File: src/rtl/router_idata_fifo.sv
// Router input-data FIFO: DEPTH x WIDTH register storage with first-word fall-through,
// synchronous flush, and a sticky overflow flag for pushes attempted while full.
module router_idata_fifo #(
  parameter int WIDTH = 32,
  parameter int DEPTH = 4,
  parameter int CW    = $clog2(DEPTH + 1)
) (
  input  logic             clk,
  input  logic             reset,
  input  logic             flush,
  input  logic             in_valid,
  output logic             in_ready,
  input  logic [WIDTH-1:0] in_data,
  output logic             out_valid,
  input  logic             out_ready,
  output logic [WIDTH-1:0] out_data,
  output logic [CW-1:0]    count,
  output logic             ovf_err
);

  localparam int PW = $clog2(DEPTH);

  logic [WIDTH-1:0] mem [DEPTH];
  logic [PW-1:0]    wr_ptr;
  logic [PW-1:0]    rd_ptr;
  logic             push;
  logic             pop;

  assign in_ready  = (count != CW'(DEPTH));
  assign out_valid = (count != '0);
  assign out_data  = mem[rd_ptr];

  // A full FIFO refuses the push even when a pop frees a slot on the same edge.
  assign push = in_valid && in_ready && !flush;
  assign pop  = out_valid && out_ready && !flush;

  // NOTE: storage is reset so out_data is a defined 0 after reset rather than X;
  // flush deliberately leaves entries alone since only the pointers define validity.
  always_ff @(posedge clk or negedge reset) begin
    if (!reset) begin
      for (int i = 0; i < DEPTH; i++) mem[i] <= '0;
    end else if (push) begin
      mem[wr_ptr] <= in_data;
    end
  end

  // NOTE: all state uses non-blocking assignments so every register samples
  // pre-edge values regardless of statement order.
  always_ff @(posedge clk or negedge reset) begin
    if (!reset) begin
      wr_ptr  <= '0;
      rd_ptr  <= '0;
      count   <= '0;
      ovf_err <= 1'b0;
    end else begin
      if (in_valid && !in_ready && !flush) ovf_err <= 1'b1;
      if (flush) begin
        wr_ptr <= '0;
        rd_ptr <= '0;
        count  <= '0;
      end else begin
        if (push) wr_ptr <= wr_ptr + PW'(1);
        if (pop)  rd_ptr <= rd_ptr + PW'(1);
        case ({push, pop})
          2'b10:   count <= count + CW'(1);
          2'b01:   count <= count - CW'(1);
          default: count <= count;
        endcase
      end
    end
  end

endmodule

File: config.mk
export PLATFORM = sky130hd
export DESIGN_NAME = router_idata_fifo
export DESIGN_NICKNAME = d
export VERILOG_FILES = /design/src/rtl/router_idata_fifo.sv
export SDC_FILE = /design/constraint.sdc
export NUM_CORES = 1
export LEC_CHECK = 0
export ABC_AREA = 1
export BUFFER_PORTS_ARGS = -buffer_cell sky130_fd_sc_hd__buf_2
export CAP_MARGIN = 0
export CORE_MARGIN = 2
export CORE_UTILIZATION = 36
export CTS_BUF_LIST = sky130_fd_sc_hd__clkbuf_8 sky130_fd_sc_hd__clkbuf_16
export DETAILED_ROUTE_END_ITERATION = 7
export REMOVE_ABC_BUFFERS = 1
export SYNTH_ARGS = -nofsm -noshare
export SYNTH_HDL_FRONTEND = slang
export SYNTH_SLANG_ARGS = --single-unit
File: constraint.sdc
create_clock -name clk -period 2.5 [get_ports clk]
set_input_delay 0.5 -clock clk [delete_from_list [all_inputs] [get_ports clk]]
set_output_delay 0.5 -clock clk [all_outputs]
set_load 0.02 [all_outputs]
==> results of run 1 <==
==> metal layers <==
layer / up-vias / track usage / part of all wire
met5: - / 0 / 0
met4: 0 / 0.0567 / 0.012
li1: 2398 / - / -
met3: 17 / 0.0379 / 0.038
met1: 2274 / 0.229 / 0.49
met2: 91 / 0.257 / 0.46
==> where the power goes <==
group	internal [mW]	switching (mW)
registers	3.12	0.496
logic	1.22	2.09
clock network	1.79	0.904
total	6.13	3.49
==> cell type report <==
type	count	area share
clock buffer	22	0.0662
multi-input combinational	463	0.334
clock inverter	10	0.0199
timing repair buffer	85	0.0635
tap	225	0.0377
sequential	136	0.456
inverter	42	0.0228
==> state kept, by name, summed over array words and instances (netlist names) <==
signal	cells
count	3
mem	128
ovf_err	1
rd_ptr	2
wr_ptr	2
==> per-stage QoR <==
step / area, sq um / setup TNS [ns] / setup WS [ns] / std cells
2_1_floorplan: 6070 / -6.75 / -0.211 / 641
3_3_place_gp: 6820 / 0 / 0.514 / 950
3_5_place_dp: 6820 / 0 / 0.464 / 950
4_1_cts: 7470 / 0 / 0.198 / 983
5_1_grt: 7470 / 0 / 0.0414 / 983
6_report: 7470 / 0 / 0.178 / 983
==> kinds of logic after synthesis <==
| kind of cell | synth area share |
|---|---|
| compound gates | 0.228 |
| fa+ha+maj | 0.0109 |
| xor+xnor | 0.00136 |
| flops | 0.529 |
| simple gates | 0.148 |
| buf+inv | 0.0823 |
==> worst reg2reg max path, stage by stage (launching register included) <==
cell,delay (ns)
dfrtp_1,0.48
nor2_4,0.09
nand2_4,0.10
nand2_8,0.08
nand3_1,0.10
inv_1,0.06
fa_1,0.38
xor2_1,0.18
nand3b_1,0.17
nand2_1,0.06
nand2_1,0.05
nand2_1,0.06
==> worst min-delay path by stage <==
| stage | endpoint | depth (start not counted) | slack [ns] |
|---|---|---|---|
| 5_1_grt | mem[91] | 3 | 0.40 |
| 4_1_cts | mem[60] | 3 | 0.38 |
| 6_report | mem[67] | 3 | 0.39 |
| 2_1_floorplan | count[0] | 0 | 0.20 |
| 3_5_place_dp | count[1] | 1 | 0.39 |
| 3_3_place_gp | count[1] | 1 | 0.39 |
==> cells in the mapped netlist (4+ instances only) <==
master	count
buf_2	5
buf_6	24
clkbuf_1	13
dfrtp_1	136
ha_1	4
inv_1	38
nand2_1	149
nand2_8	5
nor2_1	65
o21ai_0	67
o21ai_1	62
o21ai_2	67
o22ai_1	32
==> what timing repair did <==
item                                   in CTS  in global routing
gates resized for setup                     0                  0
hold buffers                                1                  0
buffers inserted                            0                  0
endpoints found under the hold margin      25                  0
==> metrics.yaml, run 1 <==
status: "finished clean"
slowest_delay_ns: 0.41
cp-endpoint: "out_data[24]"
peakVddDrop_mv: 0.567
yosys-top-cells-area: "dfrtp_1, o21ai_2, nand2_1"
yosysUniqueCellTypes: 25
fillCellCount: 1733
crit_chain: "inv_2, buf_4, o21ai_0, o22ai_1, buf_2"
wl_per_cell_microns: 14.6
diodes: 0
cts_sinks: 136
power.leakage_nw: 3.65
holdWs_ns: 0.394
start_kind: "flop"
cts_buffers: 17
synthArstFlopShare: 1.00
htreeDepth: 4
cp.arrival_ns: 1.82
r2r_setup_slack_ns: 0.64
overflow: 0
clk_pin_slew_ns: 0.06
antenna_found_initial: 0
slew_headroom: 0.651
post-route-util: 0.430
fmax_mhz: 431
p_total_mw: 9.62
grt_pass1_wl_microns: 24100
place_congestion: 0.737
fin_crit_sh: 0.929
worstSetupEndpointType: "output pin"
rows: 48
slowest_stage: "dfrtp_2"
synth-main-ff-cell: "dfrtp_1"
slew_viol_final: 0
critPathMaxFanout: 35
dp_hpwl_microns: 8740
ios: 75
final_cell_mix: "nand2_1, dfrtp_1, buf_2, o21ai_0, o21ai_2"
syn_inst: 685
setup_viol: 0
crit_path_start: "rd_ptr[0]"
drtPass1Iterations: 5
netlist_area_sq_mm: 0.00643
die_area_sq_mm: 0.0189
vias_per_cell: 4.86
clockBufferDepth: 2
netlist.area_leader.share: 0.529
rsz0062_at_grt: "false"
die_height_microns: 138
port_buffers: 74
critPathKind: "reg -> out"
min_period_ns: 2.32
ys_seq_area_frac: 0.529
reg2reg_depth: 11
multiInputGateArea_sq_mm: 0.00250
maxCapViolCount: 0
initial_core_util: 0.370
cts_tree: "built"
grt_usage: 0.166
core_region_area_sq_mm: 0.0174
yosysTopAreaCell: "dfrtp_1"
skew_ns: 0.00695
p_per_area_mw_per_mm2: 1290
drtAntennaViolNets: 0
crit_cells: 5
hp-start: "in_data[3]"
synth_edf_count: 0
vias: 4780
drive_gt1_frac: 0.257
ys_warn_count: 0
drc: 0
cp_num_buf_inv: 3
path_delay_family: "buffers and inverters"
layout_commonest_cell: "nand2_1"
ys_ff_latch: 136
grt_max_degree: 65
drt_iter0_drc: 303
areaGrowthSynthToFinish_pct: 16.2
root_buffer: "clkbuf_16"
wl_microns: 14400
tightest_slew_ns: 0.523
grt_pass1_vias: 4691
timing.rr.start: "count[0]"
regToRegEndpoint: "count[2]"
min_path_type: "in -> reg"
worstSkewPairLatency_ns: 0.42
layout.nets: 787
hold_violations: 0
synth_area_per_cell_sq_um: 9.38
cp.required_ns: 2.00
regArea_sq_mm: 0.00340
die_w_microns: 138
Note: power is estimated with default switching activity, not from simulation.
==> run 2, diff against run 1 <==
--- a/config.mk
+++ b/config.mk
@@ -5,7 +5,6 @@
 export SDC_FILE = /design/constraint.sdc
 export NUM_CORES = 1
 export LEC_CHECK = 0
-export ABC_AREA = 1
 export BUFFER_PORTS_ARGS = -buffer_cell sky130_fd_sc_hd__buf_2
 export CAP_MARGIN = 0
 export CORE_MARGIN = 2
==> metrics.yaml, run 2 <==
grt_pass1_wl_microns: 20600  # was 24100 microns
vias: 3474  # was 4780
synth_edf_count: 0  # unchanged
syn_inst: 373  # was 685
combPwrFrac: 0.249  # was 0.344
switchingPower_mw: 2.11  # was 3.49 mW
fmax_mhz: 430  # was 431 MHz
slew_headroom: 0.709  # was 0.651
crit_path_start: "count[1]"  # was rd_ptr[0]
grt_usage: 0.149  # was 0.166
netlist_area_sq_mm: 0.00615  # was 0.00643 sq mm
initial_core_util: 0.370  # about the same
overflow: 0  # unchanged
cts.repair.resized: 0  # unchanged
synth_top_family_by_area: "multiplexers"  # was compound AO/OA/AOI/OAI gates
final_cell_mix: "dfrtp_1, mux2_2, buf_2, mux4_2, clkbuf_16"  # was nand2_1, dfrtp_1, buf_2, o21ai_0, o21ai_2
intPower_mw: 5.70  # was 6.13 mW
layout_commonest_cell: "dfrtp_1"  # was nand2_1
port_buffers: 74  # unchanged
wl_per_cell_microns: 17.8  # was 14.6 microns
grt_max_degree: 53  # was 65
die_area_sq_mm: 0.0182  # was 0.0189 sq mm
ys_ff_latch: 136  # unchanged
rsz0062_at_grt: "false"  # unchanged
drtAntennaViolNets: 0  # unchanged
peakVddDrop_mv: 0.501  # was 0.567 mV
min_path_type: "in -> async"  # was in -> reg
p_total_mw: 7.81  # was 9.62 mW
yosysUniqueCellTypes: 33  # was 25
skew_ns: 0.00841  # was 0.00695 ns
synthArstFlopShare: 1.00  # unchanged
die_height_microns: 135  # was 138 microns
setup_viol: 0  # unchanged
hold_buffers: 0  # was 1
largest_register_ffs: 128  # unchanged
dp_hpwl_microns: 8090  # was 8740 microns
post_cts_buffers: 0  # unchanged
drt_iter0_drc: 71  # was 303
clockBufferDepth: 2  # unchanged
p_per_area_mw_per_mm2: 1060  # was 1290 mW/mm^2
top_register: "mem"  # unchanged
synth-main-ff-cell: "dfrtp_1"  # unchanged
swShare: 0.270  # was 0.363
synth.most_common_cell: "dfrtp_1"  # was nand2_1
root_buffer: "clkbuf_16"  # unchanged
synth_compound_area_frac: 0.0134  # was 0.228
layoutNonFillerInstCount: 692  # was 983
place_congestion: 0.678  # was 0.737
reg2reg_depth: 7  # was 11
wl_microns: 12300  # was 14400 microns
htreeDepth: 4  # unchanged
antenna_found_initial: 0  # unchanged
ys_seq_area_frac: 0.553  # was 0.529
muxShareOfSynthArea: 0.355  # was 0
rows: 47  # was 48
hold_violations: 0  # unchanged
pwr-share-clk: 0.334  # was 0.280
worstSetupEndpointType: "flop"  # was output pin
drive_gt1_frac: 0.593  # was 0.257
synth_area_per_cell_sq_um: 16.5  # was 9.38 sq um
synth_simple_gate_area_share: 0.0285  # was 0.148
placedCellCount: 660  # was 950
min_period_ns: 2.32  # about the same
critPathMaxFanout: 8  # was 35
core_region_area_sq_mm: 0.0166  # was 0.0174 sq mm
drc: 0  # unchanged
cts_sinks: 136  # unchanged
reg_top3: "mem: 128 flops, count: 3 flops"  # unchanged
worstSkewPairLatency_ns: 0.41  # was 0.42 ns
timing.rr.start: "count[1]"  # was count[0]
areaGrowthSynthToFinish_pct: 20.2  # was 16.2%
vias_per_cell: 5.02  # was 4.86
cts_tree: "built"  # unchanged
cts_buffers: 17  # unchanged
layout.nets: 501  # was 787
synth_common_cells: "dfrtp_1, mux2_2, mux4_2"  # was nand2_1, dfrtp_1, o21ai_0, o21ai_2, nor2_1
yosys-top-cells-area: "dfrtp_1, mux2_2, mux4_2"  # was dfrtp_1, o21ai_2, nand2_1
tightest_slew_ns: 0.437  # was 0.523 ns
ios: 75  # unchanged
slew_viol_final: 0  # unchanged
pwr-share-seq: 0.418  # was 0.376
synthAdderAreaFrac: 0.0114  # was 0.0109
start_kind: "flop"  # unchanged
netlist.area_leader.share: 0.553  # was 0.529
maxCapViolCount: 0  # unchanged
cp.required_ns: 2.84  # was 2.00 ns
yosysTopAreaCell: "dfrtp_1"  # unchanged
synth_xor_area_frac: 0.00569  # was 0.00136
diodes: 0  # unchanged
clk_pin_slew_ns: 0.06  # about the same
die_w_microns: 135  # was 138 microns
ys_warn_count: 0  # unchanged
grt_pass1_vias: 3849  # was 4691
power.leakage_nw: 3.36  # was 3.65 nW
fin_crit_sh: 0.930  # was 0.929
cp.arrival_ns: 2.66  # was 1.82 ns
status: "finished clean"  # unchanged
critPathKind: "reg -> reg"  # was reg -> out
drtPass1Iterations: 3  # was 5
-- run 2: cell types whose count changed after synthesis, moves of 13 or more --
| cell | before | now |
|---|---|---|
| nand2_1 | 149 | 5 |
| mux2_2 | 0 | 109 |
| o21ai_2 | 67 | 0 |
| o21ai_0 | 67 | 2 |
| o21ai_1 | 62 | 0 |
| nor2_1 | 65 | 5 |
| inv_1 | 38 | 2 |
| mux4_2 | 0 | 32 |
| o22ai_1 | 32 | 0 |
| mux2_1 | 0 | 13 |
-- run 2: path summary, 6_finish.rpt --
path	end	slack, ns
setup / recovery	count[2]	0.18
hold / removal	mem[64]	0.0008
setup reg to reg	count[2]	0.18
hold reg to reg	ovf_err	0.48
max in group asynchronous	mem[69]	1.83
min in group clk	mem[44]	0.34
-- run 2: layer usage --
metal / part of all wire / routed length (microns) / GRT usage
met5: 0 / 0 / 0
met4: 0.014 / 169 / 0.0556
met3: 0.046 / 562 / 0.0439
met2: 0.51 / 6220 / 0.242
met1: 0.43 / 5340 / 0.190
-- run 2: layout make-up --
cell class	instances	area (sq um)
multi-input cells	211	2550
fillers	1506	9240
clock buffers	18	439
inverters	2	7.51
flip-flops and latches	136	3410
clock inverters	14	181
repair buffers	91	542
well taps	220	275
-- run 2: logic make-up after synthesis --
| kind of cell | Yosys count |
|---|---|
| fa+ha+maj | 5 |
| mux | 160 |
| buf+inv | 26 |
| compound gates | 11 |
| xor+xnor | 4 |
| simple gates | 31 |
| flops | 136 |
-- run 2: power by group through the flow --
| stage | clock (mW) | combinational (mW) | sequential, mW |
|---|---|---|---|
| finish | 2.61 | 1.94 | 3.26 |
| global route | 2.79 | 2.10 | 3.37 |
| CTS | 2.68 | 1.98 | 3.26 |
| detailed placement | 0 | 1.98 | 3.30 |
| global placement | 0 | 1.92 | 3.24 |
| floorplan | 0 | 1.41 | 3.24 |
-- run 2: metrics by stage --
step	setup TNS (ns)	util	worst slack (ns)	instance area (sq um)	hold slack, ns
final	0	0.445	0.175	7400	0.000750
after global routing	0	0.445	0.0348	7400	0.0209
after CTS	0	0.445	0.191	7400	0.000238
after detailed placement	0	0.407	0.184	6780	0.453
after global placement	0	0.407	0.304	6780	0.447
after floorplan	-4.58	-	-0.143	5960	0.204
-- run 2: worst max-delay path: stages, from the launching register on --
cell      delay (ns)
dfrtp_1         0.47
or3_1           0.45
nand2_1         0.13
nor3_1          0.07
fa_1            0.39
nand2b_1        0.17
or4_1           0.41
a31oi_1         0.17
